[config.mk]
export PLATFORM = sky130hd
export DESIGN_NAME = crc_frame_sched
export DESIGN_NICKNAME = d
export VERILOG_FILES = /design/src/rtl/crc_frame_pkg.sv /design/src/rtl/crc_frame_sched_crc_16.sv /design/src/rtl/crc_frame_sched.sv
export SDC_FILE = /design/constraint.sdc
export NUM_CORES = 1
export LEC_CHECK = 0
export BUFFER_PORTS_ARGS = -buffer_cell sky130_fd_sc_hd__buf_2
export CAP_MARGIN = 20
export CORE_UTILIZATION = 25
export DETAILED_ROUTE_END_ITERATION = 16
export HOLD_SLACK_MARGIN = 0.12
export PLACE_DENSITY = 0.47
export SYNTH_ARGS = -nofsm -noshare
export SYNTH_HDL_FRONTEND = slang
export SYNTH_HIERARCHICAL = 1
export SYNTH_SLANG_ARGS = --single-unit
[constraint.sdc]
create_clock -name tb_clk -period 2.5 [get_ports tb_clk]
set_clock_uncertainty 0.1 [all_clocks]
set_input_delay 0.5 -clock tb_clk [delete_from_list [all_inputs] [get_ports tb_clk]]
set_output_delay 0.5 -clock tb_clk [all_outputs]
set_load 0.01 [all_outputs]
[src/rtl/crc_frame_pkg.sv]
// crc_frame_pkg: shared types, constants and the byte-wise Modbus CRC step for crc_frame_sched.
// Contents: state_t (sequencer states), CRC_INIT/CRC_POLY/CRC_RESIDUE_OK, grant encodings,
// crc16_byte() which folds one byte into a running reflected CRC-16 (poly 0xA001).
package crc_frame_pkg;

    typedef enum logic [2:0] {
        IDLE,
        CLR,
        RX_RUN,
        RX_CHK,
        TX_RUN,
        TX_CRC_LO,
        TX_CRC_HI
    } state_t;

    localparam logic [15:0] CRC_INIT       = 16'hFFFF;
    localparam logic [15:0] CRC_POLY       = 16'hA001;
    localparam logic [15:0] CRC_RESIDUE_OK = 16'h0000;

    localparam logic [1:0] GNT_NONE = 2'b00;
    localparam logic [1:0] GNT_RX   = 2'b01;
    localparam logic [1:0] GNT_TX   = 2'b10;

    function automatic logic [15:0] crc16_byte(input logic [15:0] crc, input logic [7:0] data);
        logic [15:0] r;
        r = crc ^ {8'h00, data};
        for (int i = 0; i < 8; i++)
            r = r[0] ? ((r >> 1) ^ CRC_POLY) : (r >> 1);
        return r;
    endfunction

endpackage

[src/rtl/crc_frame_sched_crc_16.sv]
// crc_16: byte-wise Modbus CRC-16 engine (init 0xFFFF, reflected poly 0xA001).
// Ports: clk, rst_n (async, active-low), crc_en (fold data_in this cycle),
// crc_clr (reload CRC_INIT, wins over crc_en), data_in[7:0], crc_out[15:0] (running CRC).
module crc_16
    import crc_frame_pkg::*;
(
    input  logic        clk,
    input  logic        rst_n,
    input  logic        crc_en,
    input  logic        crc_clr,
    input  logic [7:0]  data_in,
    output logic [15:0] crc_out
);

    always_ff @(posedge clk or negedge rst_n)
        if (!rst_n)
            crc_out <= CRC_INIT;
        else if (crc_clr)
            crc_out <= CRC_INIT;
        else if (crc_en)
            crc_out <= crc16_byte(crc_out, data_in);

endmodule

[src/rtl/crc_frame_sched.sv]
// crc_frame_sched: frame-level arbiter/sequencer sharing one crc_16 between an RX checker and a TX builder.
// Ports: tb_clk, tb_rst_n (async, active-low);
//   RX side  : rx_valid/rx_data/rx_last in, rx_ready out, verdict rx_done/rx_crc_ok/rx_len_err out;
//   TX side  : tx_valid/tx_data/tx_last in, tx_ready out;
//   TX output: tx_out_valid/tx_out_data/tx_out_last out, tx_out_ready in;
//   grant    : one-hot frame owner (bit0 RX, bit1 TX, 00 idle).
module crc_frame_sched
    import crc_frame_pkg::*;
#(
    parameter int MAX_LEN    = 256,
    parameter int RX_MIN_LEN = 4
) (
    input  logic       tb_clk,
    input  logic       tb_rst_n,
    input  logic       rx_valid,
    input  logic [7:0] rx_data,
    input  logic       rx_last,
    output logic       rx_ready,
    output logic       rx_done,
    output logic       rx_crc_ok,
    output logic       rx_len_err,
    input  logic       tx_valid,
    input  logic [7:0] tx_data,
    input  logic       tx_last,
    output logic       tx_ready,
    output logic       tx_out_valid,
    output logic [7:0] tx_out_data,
    output logic       tx_out_last,
    input  logic       tx_out_ready,
    output logic [1:0] grant
);

    // Counter is wide enough to hold the saturation value MAX_LEN+1.
    localparam int LW = $clog2(MAX_LEN + 2);
    localparam logic [LW-1:0] LEN_MIN = LW'(RX_MIN_LEN);
    localparam logic [LW-1:0] LEN_MAX = LW'(MAX_LEN);
    localparam logic [LW-1:0] LEN_SAT = LW'(MAX_LEN + 1);

    state_t        state, state_nx;
    logic          prio_tx;
    logic [LW-1:0] len;
    logic          rx_acc, tx_acc, len_bad;
    logic          crc_en, crc_clr;
    logic [7:0]    crc_din;
    logic [15:0]   crc_out;

    assign rx_acc  = (state == RX_RUN) & rx_valid;
    assign tx_acc  = (state == TX_RUN) & tx_valid & tx_out_ready;
    assign len_bad = (len < LEN_MIN) | (len > LEN_MAX);

    crc_16 u_crc (
        .clk     (tb_clk),
        .rst_n   (tb_rst_n),
        .crc_en  (crc_en),
        .crc_clr (crc_clr),
        .data_in (crc_din),
        .crc_out (crc_out)
    );

    always_ff @(posedge tb_clk or negedge tb_rst_n)
        if (!tb_rst_n)
            state <= IDLE;
        else
            state <= state_nx;

    always_comb begin
        state_nx = state;
        case (state)
            IDLE:      state_nx = (rx_valid | tx_valid) ? CLR : IDLE;
            CLR:       state_nx = (grant == GNT_RX) ? RX_RUN : TX_RUN;
            RX_RUN:    state_nx = (rx_acc & rx_last) ? RX_CHK : RX_RUN;
            RX_CHK:    state_nx = IDLE;
            TX_RUN:    state_nx = (tx_acc & tx_last) ? TX_CRC_LO : TX_RUN;
            TX_CRC_LO: state_nx = tx_out_ready ? TX_CRC_HI : TX_CRC_LO;
            TX_CRC_HI: state_nx = tx_out_ready ? IDLE : TX_CRC_HI;
            default:   state_nx = IDLE;
        endcase
    end

    // Round-robin only advances on contention; a lone requester does not move priority.
    always_ff @(posedge tb_clk or negedge tb_rst_n)
        if (!tb_rst_n) begin
            grant   <= GNT_NONE;
            prio_tx <= 1'b0;
            len     <= '0;
        end else begin
            if (state == IDLE && (rx_valid | tx_valid)) begin
                grant <= (rx_valid & (~tx_valid | ~prio_tx)) ? GNT_RX : GNT_TX;
                if (rx_valid & tx_valid)
                    prio_tx <= ~prio_tx;
            end else if (state_nx == IDLE)
                grant <= GNT_NONE;
            if (state == CLR)
                len <= '0;
            else if (rx_acc && len != LEN_SAT)
                len <= len + 1'b1;
        end

    always_comb begin
        rx_ready     = state == RX_RUN;
        tx_ready     = (state == TX_RUN) & tx_out_ready;
        rx_done      = state == RX_CHK;
        rx_len_err   = rx_done & len_bad;
        rx_crc_ok    = rx_done & (crc_out == CRC_RESIDUE_OK) & ~len_bad;
        tx_out_valid = (state == TX_RUN) ? tx_valid : (state == TX_CRC_LO) | (state == TX_CRC_HI);
        tx_out_data  = (state == TX_RUN)    ? tx_data       :
                       (state == TX_CRC_LO) ? crc_out[7:0]  :
                       (state == TX_CRC_HI) ? crc_out[15:8] : 8'h00;
        tx_out_last  = state == TX_CRC_HI;
        crc_clr      = state == CLR;
        crc_en       = rx_acc | tx_acc;
        crc_din      = (state == TX_RUN) ? tx_data : rx_data;
    end

endmodule

==> flow_metrics.env, run 1 <==
export IMPL_status="complete, but fails checks"
export IMPL_violations="setup timing"
export IMPL_seqPwrFrac_pct=22.8
export IMPL_period_needed_ns=2.597
export IMPL_p_leak_nw=1.314
export IMPL_synth_ff_latch_count=31
export IMPL_antenna_found_initial=0
export IMPL_path_class="reg2reg"
export IMPL_finalMaxSlewViolations=0
export IMPL_clk_pin_slew_worst_paths_ns=0.08
export IMPL_pwr_share_comb_pct=68.3
export IMPL_pre_cts_ws_ns=-0.1049
export IMPL_fin_cells=406
export IMPL_setup_tns_ns=-0.2062
export IMPL_overflow=0
export IMPL_p_per_area_nw_per_um2=1510
export IMPL_insertion_delay_ns=0.29
export IMPL_synth_edf_count=0
export IMPL_final_cell_mix="39 x buf_2, 31 x buf_4, 23 x nor2_1, 16 x dfstp_2"
export IMPL_irDropWorstVdd_uv=803.5
export IMPL_syn_area_per_cell_um2=9.322
export IMPL_drc=0
export IMPL_syn_area_um2=2172
export IMPL_die_h_um=95.21
export IMPL_yosys_area_share_simple_pct=23.56
export IMPL_cp_required_ns=2.62
export IMPL_cp_buffers_inverters=2
export IMPL_drt_antenna_violating_nets=0
export IMPL_vias_per_cell=4.911
export IMPL_p_int_w=0.002665
export IMPL_hold_ws_ns=0.1692
export IMPL_power_switching_w=0.001867
export IMPL_synth_distinct_cells=46
export IMPL_max_stage_delay_ns=0.52
export IMPL_postLayoutCellArea_um2=3000
export IMPL_worst_pin_slew_ns=0.7475
export IMPL_crit_family="XOR/XNOR gates"
export IMPL_fin_ws_ns=-0.09744
export IMPL_die_x_um=95.21
export IMPL_yosysSeqAreaShare_pct=36.64
export IMPL_crit_arrival_ns=2.72
export IMPL_hp_class="in2async"
export IMPL_synth_xor_area_share_pct=9.505
export IMPL_die_area_um2=9065
export IMPL_cts_root_buf="clkbuf_8"
export IMPL_wl_um=6403
export IMPL_ios=40
export IMPL_final_nets=325
export IMPL_postSynthCellCount=233
export IMPL_grt_max_degree=32
export IMPL_critical_path_slowest_cell="xnor3_2"
export IMPL_placed_cells=382
export IMPL_synth_compound_area_share_pct=15.38
export IMPL_maxCapViolCount=0
export IMPL_clk_path_buf_depth=2
export IMPL_placed_area_um2=2629
export IMPL_slew_headroom_pct=50.17
export IMPL_port_buffer_count=39
export IMPL_wl_per_cell_um=15.77
export IMPL_drt_iter0_drc=71
export IMPL_crit_top_cell="buf_6"
export IMPL_dr_total_vias=1994
export IMPL_cts_tree="built"
export IMPL_power_share_switching_pct=41.19
export IMPL_dpl_hpwl_um=4383
export IMPL_num_rows=33
export IMPL_critPathMaxFanout=7
export IMPL_period_share_pct=103.9
export IMPL_nFillCells=843
export IMPL_hold_violations=0
export IMPL_design_core_area_um2=8299
export IMPL_antenna_cells=0
export IMPL_synthMuxAreaShare_pct=9.677
export IMPL_synth_top_family_by_area="simple AND/OR/NAND/NOR gates"
export IMPL_grt_pass1_wl_um=10330
export IMPL_synth_fa_ha_area_share_pct=1.152
export IMPL_areaGrowthSynthToFinish_pct=38.13
export IMPL_grtUsageTotal_pct=15.34
export IMPL_numCtsBuffers=5
export IMPL_crit_path_start_kind="flip-flop"
export IMPL_rsz0062_at_grt="true"
export IMPL_ys_warn_count=6
export IMPL_first_pass_iters=4
export IMPL_async_reset_ff_share_pct=100.0
export IMPL_cp_end_kind="flip-flop"
export IMPL_postCtsHoldBufs=0
export IMPL_fmax_ghz=0.3850
export IMPL_grt_pass1_vias=1969
export IMPL_final_layout_size_suffix_gt1_share_pct=45.85
export IMPL_cp_cell_sequence="nor3b_2 > buf_6 > buf_6 > mux2_4 > xnor2_4 > xnor2_2 > xnor3_2 > and3_4 > nor3_4"
export IMPL_htreeDepth=2
export IMPL_finalSetupViolCount=3
export IMPL_cts_sinks=31
export IMPL_final_common_cell="buf_2"
export IMPL_clockPowerShare_pct=8.9
export IMPL_start_util_pct=26.17
export IMPL_synth_fp_nets=258
export IMPL_finalWeightedCongestion=0.7906
export IMPL_synth_main_ff_cell="dfstp_2"
metal layers:
metal	GRT usage [%]	routed length [µm]
met5	0	0
met4	4.924	72
met3	2.791	165
met2	26.13	3247
met1	19.49	2917
area by class of cell:
class                           count  area (µm²)  share of cell area, %
Tap cell                          105       131.4                  4.379
Clock buffer                        5       68.82                  2.294
Inverter                            7       26.28                 0.8757
Clock inverter                      3       15.01                 0.5004
Timing Repair Buffer               74       473.0                  15.76
Multi-Input combinational cell    181        1490                  49.67
Sequential cell                    31       795.8                  26.52
worst register-to-register path: stages (launching register included):
cell	delay [ns]
dfrtp_1	0.40
nor3b_2	0.23
buf_6	0.18
buf_6	0.10
mux2_4	0.32
xnor2_4	0.20
xnor2_2	0.14
xnor3_2	0.52
and3_4	0.21
nor3_4	0.12
logic make-up (layout without fill, tap and decap cells):
logic type / Yosys count / in the layout
adders and majority gates: 2 / 2
AOI/OAI and AO/OA: 48 / 48
DFF: 31 / 31
muxes: 20 / 20
and+or+nand+nor: 90 / 90
xor gates and xnor gates: 21 / 21
buffers and inverters: 21 / 89
synth_stat cells, drive strengths merged, types with 8 or more instances:
cell type,number,area (µm²)
nor2,23,86.33
dfrtp,15,375.4
dfstp,16,420.4
mux2,8,90.09
nand2,10,37.54
mux2i,12,120.1
a2bb2oi,8,70.07
a21oi,15,75.07
xnor2,15,138.9
registers in the layout, summed over array words and instances (netlist names):
register	count
u_crc/crc_out	16
state	3
len	9
prio_tx	1
grant	2
metrics by stage:
step                utilization (%)  power (W)
finish                        36.15   0.004532
global placement              31.67   0.003381
global route                  36.15   0.004853
CTS                           34.24   0.004163
floorplan                         -   0.002708
detailed placement            31.67   0.003413
final timing paths:
| check | cells past startpoint | slack, ns | start | to |
|---|---|---|---|---|
| max | 9 | -0.1 | state[1] | u_crc/crc_out[14] |
| min reg2reg | 1 | 0.42 | prio_tx | prio_tx |
| max reg2reg | 9 | -0.1 | state[1] | u_crc/crc_out[14] |
| min in group tb_clk | 3 | 0.40 | tx_last | state[0] |
| min | 1 | 0.17 | tb_rst_n | len[6] |
| max in group asynchronous | 1 | 1.66 | tb_rst_n | len[8] |
repair_timing:
item                                    CTS  global route
pin swaps                                 8             9
endpoints found under the setup margin    3            12
buffers inserted                          9             8
resized for setup                        13            16
power groups by stage:
stage	sequential (W)	clock, W	combinational (W)
2_1_floorplan	0.000958	0	0.00175
3_3_place_gp	0.00101	0	0.00237
3_5_place_dp	0.00101	0	0.00240
4_1_cts	0.00101	0.000419	0.00273
5_1_grt	0.00107	0.000446	0.00334
6_report	0.00103	0.000405	0.00310
(Power assumes the default switching activity.)
==> run 2: changes to the inputs <==
--- a/config.mk
+++ b/config.mk
@@ -10,7 +10,7 @@
 export CORE_UTILIZATION = 25
 export DETAILED_ROUTE_END_ITERATION = 16
 export HOLD_SLACK_MARGIN = 0.12
-export PLACE_DENSITY = 0.47
+export PLACE_DENSITY = 0.45
 export SYNTH_ARGS = -nofsm -noshare
 export SYNTH_HDL_FRONTEND = slang
 export SYNTH_HIERARCHICAL = 1
==> constraint.sdc (replaced) <==
create_clock -name tb_clk -period 2.9 [get_ports tb_clk]
set_clock_uncertainty 0.1 [all_clocks]
set_input_delay 0.58 -clock tb_clk [delete_from_list [all_inputs] [get_ports tb_clk]]
set_output_delay 0.58 -clock tb_clk [all_outputs]
set_load 0.01 [all_outputs]
==> flow_metrics.env, run 2 (same netlist as run 1, synthesis figures left out) <==
export IMPL_p_leak_nw=1.107
export IMPL_worst_r2r_setup_slack_ns=0.18
export IMPL_finalMaxSlewViolations=0
export IMPL_grt_pass1_vias=1803
export IMPL_path_class="reg2reg"
export IMPL_port_buffer_count=39
export IMPL_htreeDepth=2
export IMPL_areaGrowthSynthToFinish_pct=20.45
export IMPL_p_int_w=0.001818
export IMPL_status="complete, no violations"
export IMPL_finalWeightedCongestion=0.7607
export IMPL_first_pass_iters=4
export IMPL_vias_per_cell=4.968
export IMPL_critPathMaxFanout=9
export IMPL_endpoint="u_crc/crc_out[14]"
export IMPL_reg2reg_to="u_crc/crc_out[14]"
export IMPL_cts_tree="built"
export IMPL_worst_pin_slew_ns=0.7307
export IMPL_final_nets=297
export IMPL_period_share_pct=93.65
export IMPL_antenna_found_initial=0
export IMPL_clk_path_buf_depth=2
export IMPL_worst_r2r_path_depth=8
export IMPL_grt_max_degree=32
export IMPL_drc=0
export IMPL_cts_sinks=31
export IMPL_pwr_share_comb_pct=60.1
export IMPL_final_cell_mix="39 x buf_2, 23 x nor2_1, 16 x dfstp_2, 15 x a21oi_1, 15 x dfrtp_1"
export IMPL_hp_class="in2async"
export IMPL_ios=40
export IMPL_nFillCells=864
export IMPL_slew_headroom_pct=51.28
export IMPL_period_needed_ns=2.716
export IMPL_final_layout_size_suffix_gt1_share_pct=34.07
export IMPL_wl_um=5824
export IMPL_dpl_hpwl_um=4175
export IMPL_p_per_area_nw_per_um2=1190
export IMPL_die_area_um2=9065
export IMPL_dr_total_vias=1878
export IMPL_clk_pin_slew_worst_paths_ns=0.07
export IMPL_insertion_delay_ns=0.28
export IMPL_clockPowerShare_pct=12.1
export IMPL_seqPwrFrac_pct=27.7
export IMPL_die_h_um=95.21
export IMPL_hold_violations=0
export IMPL_regMostFlops="u_crc/crc_out"
export IMPL_drt_iter0_drc=72
export IMPL_drt_antenna_violating_nets=0
export IMPL_post_cts_repair_setup_buffers=0
export IMPL_startpoint="state[1]"
export IMPL_crit_reg2reg_launch="state[1]"
export IMPL_design_core_area_um2=8299
export IMPL_power_switching_w=0.001296
export IMPL_power_share_switching_pct=41.62
export IMPL_overflow=0
export IMPL_cts_root_buf="clkbuf_8"
export IMPL_largest_register_ff_count=16
export IMPL_power_w=0.003114
export IMPL_antenna_cells=0
export IMPL_maxCapViolCount=0
export IMPL_grtUsageTotal_pct=13.56
export IMPL_rsz0062_at_grt="false"
export IMPL_die_x_um=95.21
export IMPL_crit_arrival_ns=2.81
export IMPL_fmax_ghz=0.3682
export IMPL_cp_end_kind="flip-flop"
export IMPL_numCtsBuffers=5
export IMPL_grt_use_met3_pct=2.472
export IMPL_reg_top3="u_crc/crc_out x16, len x9, state x3"
export IMPL_grt_pass1_wl_um=9384
export IMPL_grtUsageMet2_pct=21.85
export IMPL_grt_use_met1_pct=18.45
export IMPL_crit_path_start_kind="flip-flop"
export IMPL_num_rows=33
export IMPL_cp_required_ns=3.00
export IMPL_busiest_layer="met2"
export IMPL_wl_per_cell_um=15.41
export IMPL_final_common_cell="buf_2"
export IMPL_setup_tns_ns=0
export IMPL_irDropWorstVdd_uv=504.0
export IMPL_start_util_pct=26.17
export IMPL_finalSetupViolCount=0
-- run 2: cell types whose count changed in the layout (fill, tap and decap cells not counted), moves of 3 or more --
cell	previous run	this run
buf_6	4	0
xnor2_4	5	0
mux2_2	4	8
mux2_4	4	0
clkinv_2	3	0
buf_4	31	7
xnor2_1	5	12
-- run 2: power groups by stage --
stage	registers, W	logic (W)	clock network (W)
floorplan	0.000810	0.00145	0
finish	0.000863	0.00187	0.000378
detailed placement	0.000858	0.00185	0
CTS	0.000854	0.00185	0.000390
global placement	0.000861	0.00184	0
global route	0.000891	0.00205	0.000405
-- run 2: routing by layer --
| metal | up-vias | routed length, µm |
|---|---|---|
| met2 | 50 | 2766 |
| met5 | - | 0 |
| li1 | 923 | - |
| met4 | 0 | 63 |
| met1 | 896 | 2697 |
| met3 | 9 | 296 |
-- run 2: how the worst min path moves through the flow --
| stage | from | endpoint | depth (start not counted) |
|---|---|---|---|
| 2_1_floorplan | tb_rst_n | grant[0] | 0 |
| 3_3_place_gp | prio_tx | prio_tx | 1 |
| 3_5_place_dp | prio_tx | prio_tx | 1 |
| 4_1_cts | tb_rst_n | grant[1] | 1 |
| 5_1_grt | tb_rst_n | len[1] | 1 |
| 6_report | tb_rst_n | len[1] | 1 |
-- run 2: layout make-up --
class / count / area [µm²] / share of cell area (%)
multi-input cells: 181 / 1315 / 50.26
clock buffers: 8 / 100.1 / 3.826
repair buffers: 46 / 247.7 / 9.469
well taps: 105 / 131.4 / 5.022
inverters: 7 / 26.28 / 1.004
flip-flops and latches: 31 / 795.8 / 30.42
-- run 2: worst max-delay path, cell delays in order (launching register included) --
cell     delay [ns]
dfrtp_1        0.39
nor3b_2        0.25
buf_4          0.23
mux2_2         0.38
xor2_2         0.20
xnor2_1        0.22
xnor3_2        0.51
and3_1         0.19
nor3_1         0.17
-- run 2: what timing repair did --
action	4_1_cts	5_1_grt
gates resized for setup	0	3
setup endpoints to repair	0	2
hold buffers	0	0
-- run 2: through the flow --
step	setup slack (ns)	std cells	area (µm²)	utilization, %	hold WS, ns
3_3_place_gp	0.2365	370	2494	30.05	0.3819
3_5_place_dp	0.1750	370	2494	30.05	0.3901
2_1_floorplan	0.2540	233	2172	-	0.1844
5_1_grt	0.004198	378	2616	31.52	0.3161
4_1_cts	0.1568	378	2594	31.25	0.2909
6_report	0.1842	378	2616	31.52	0.2616
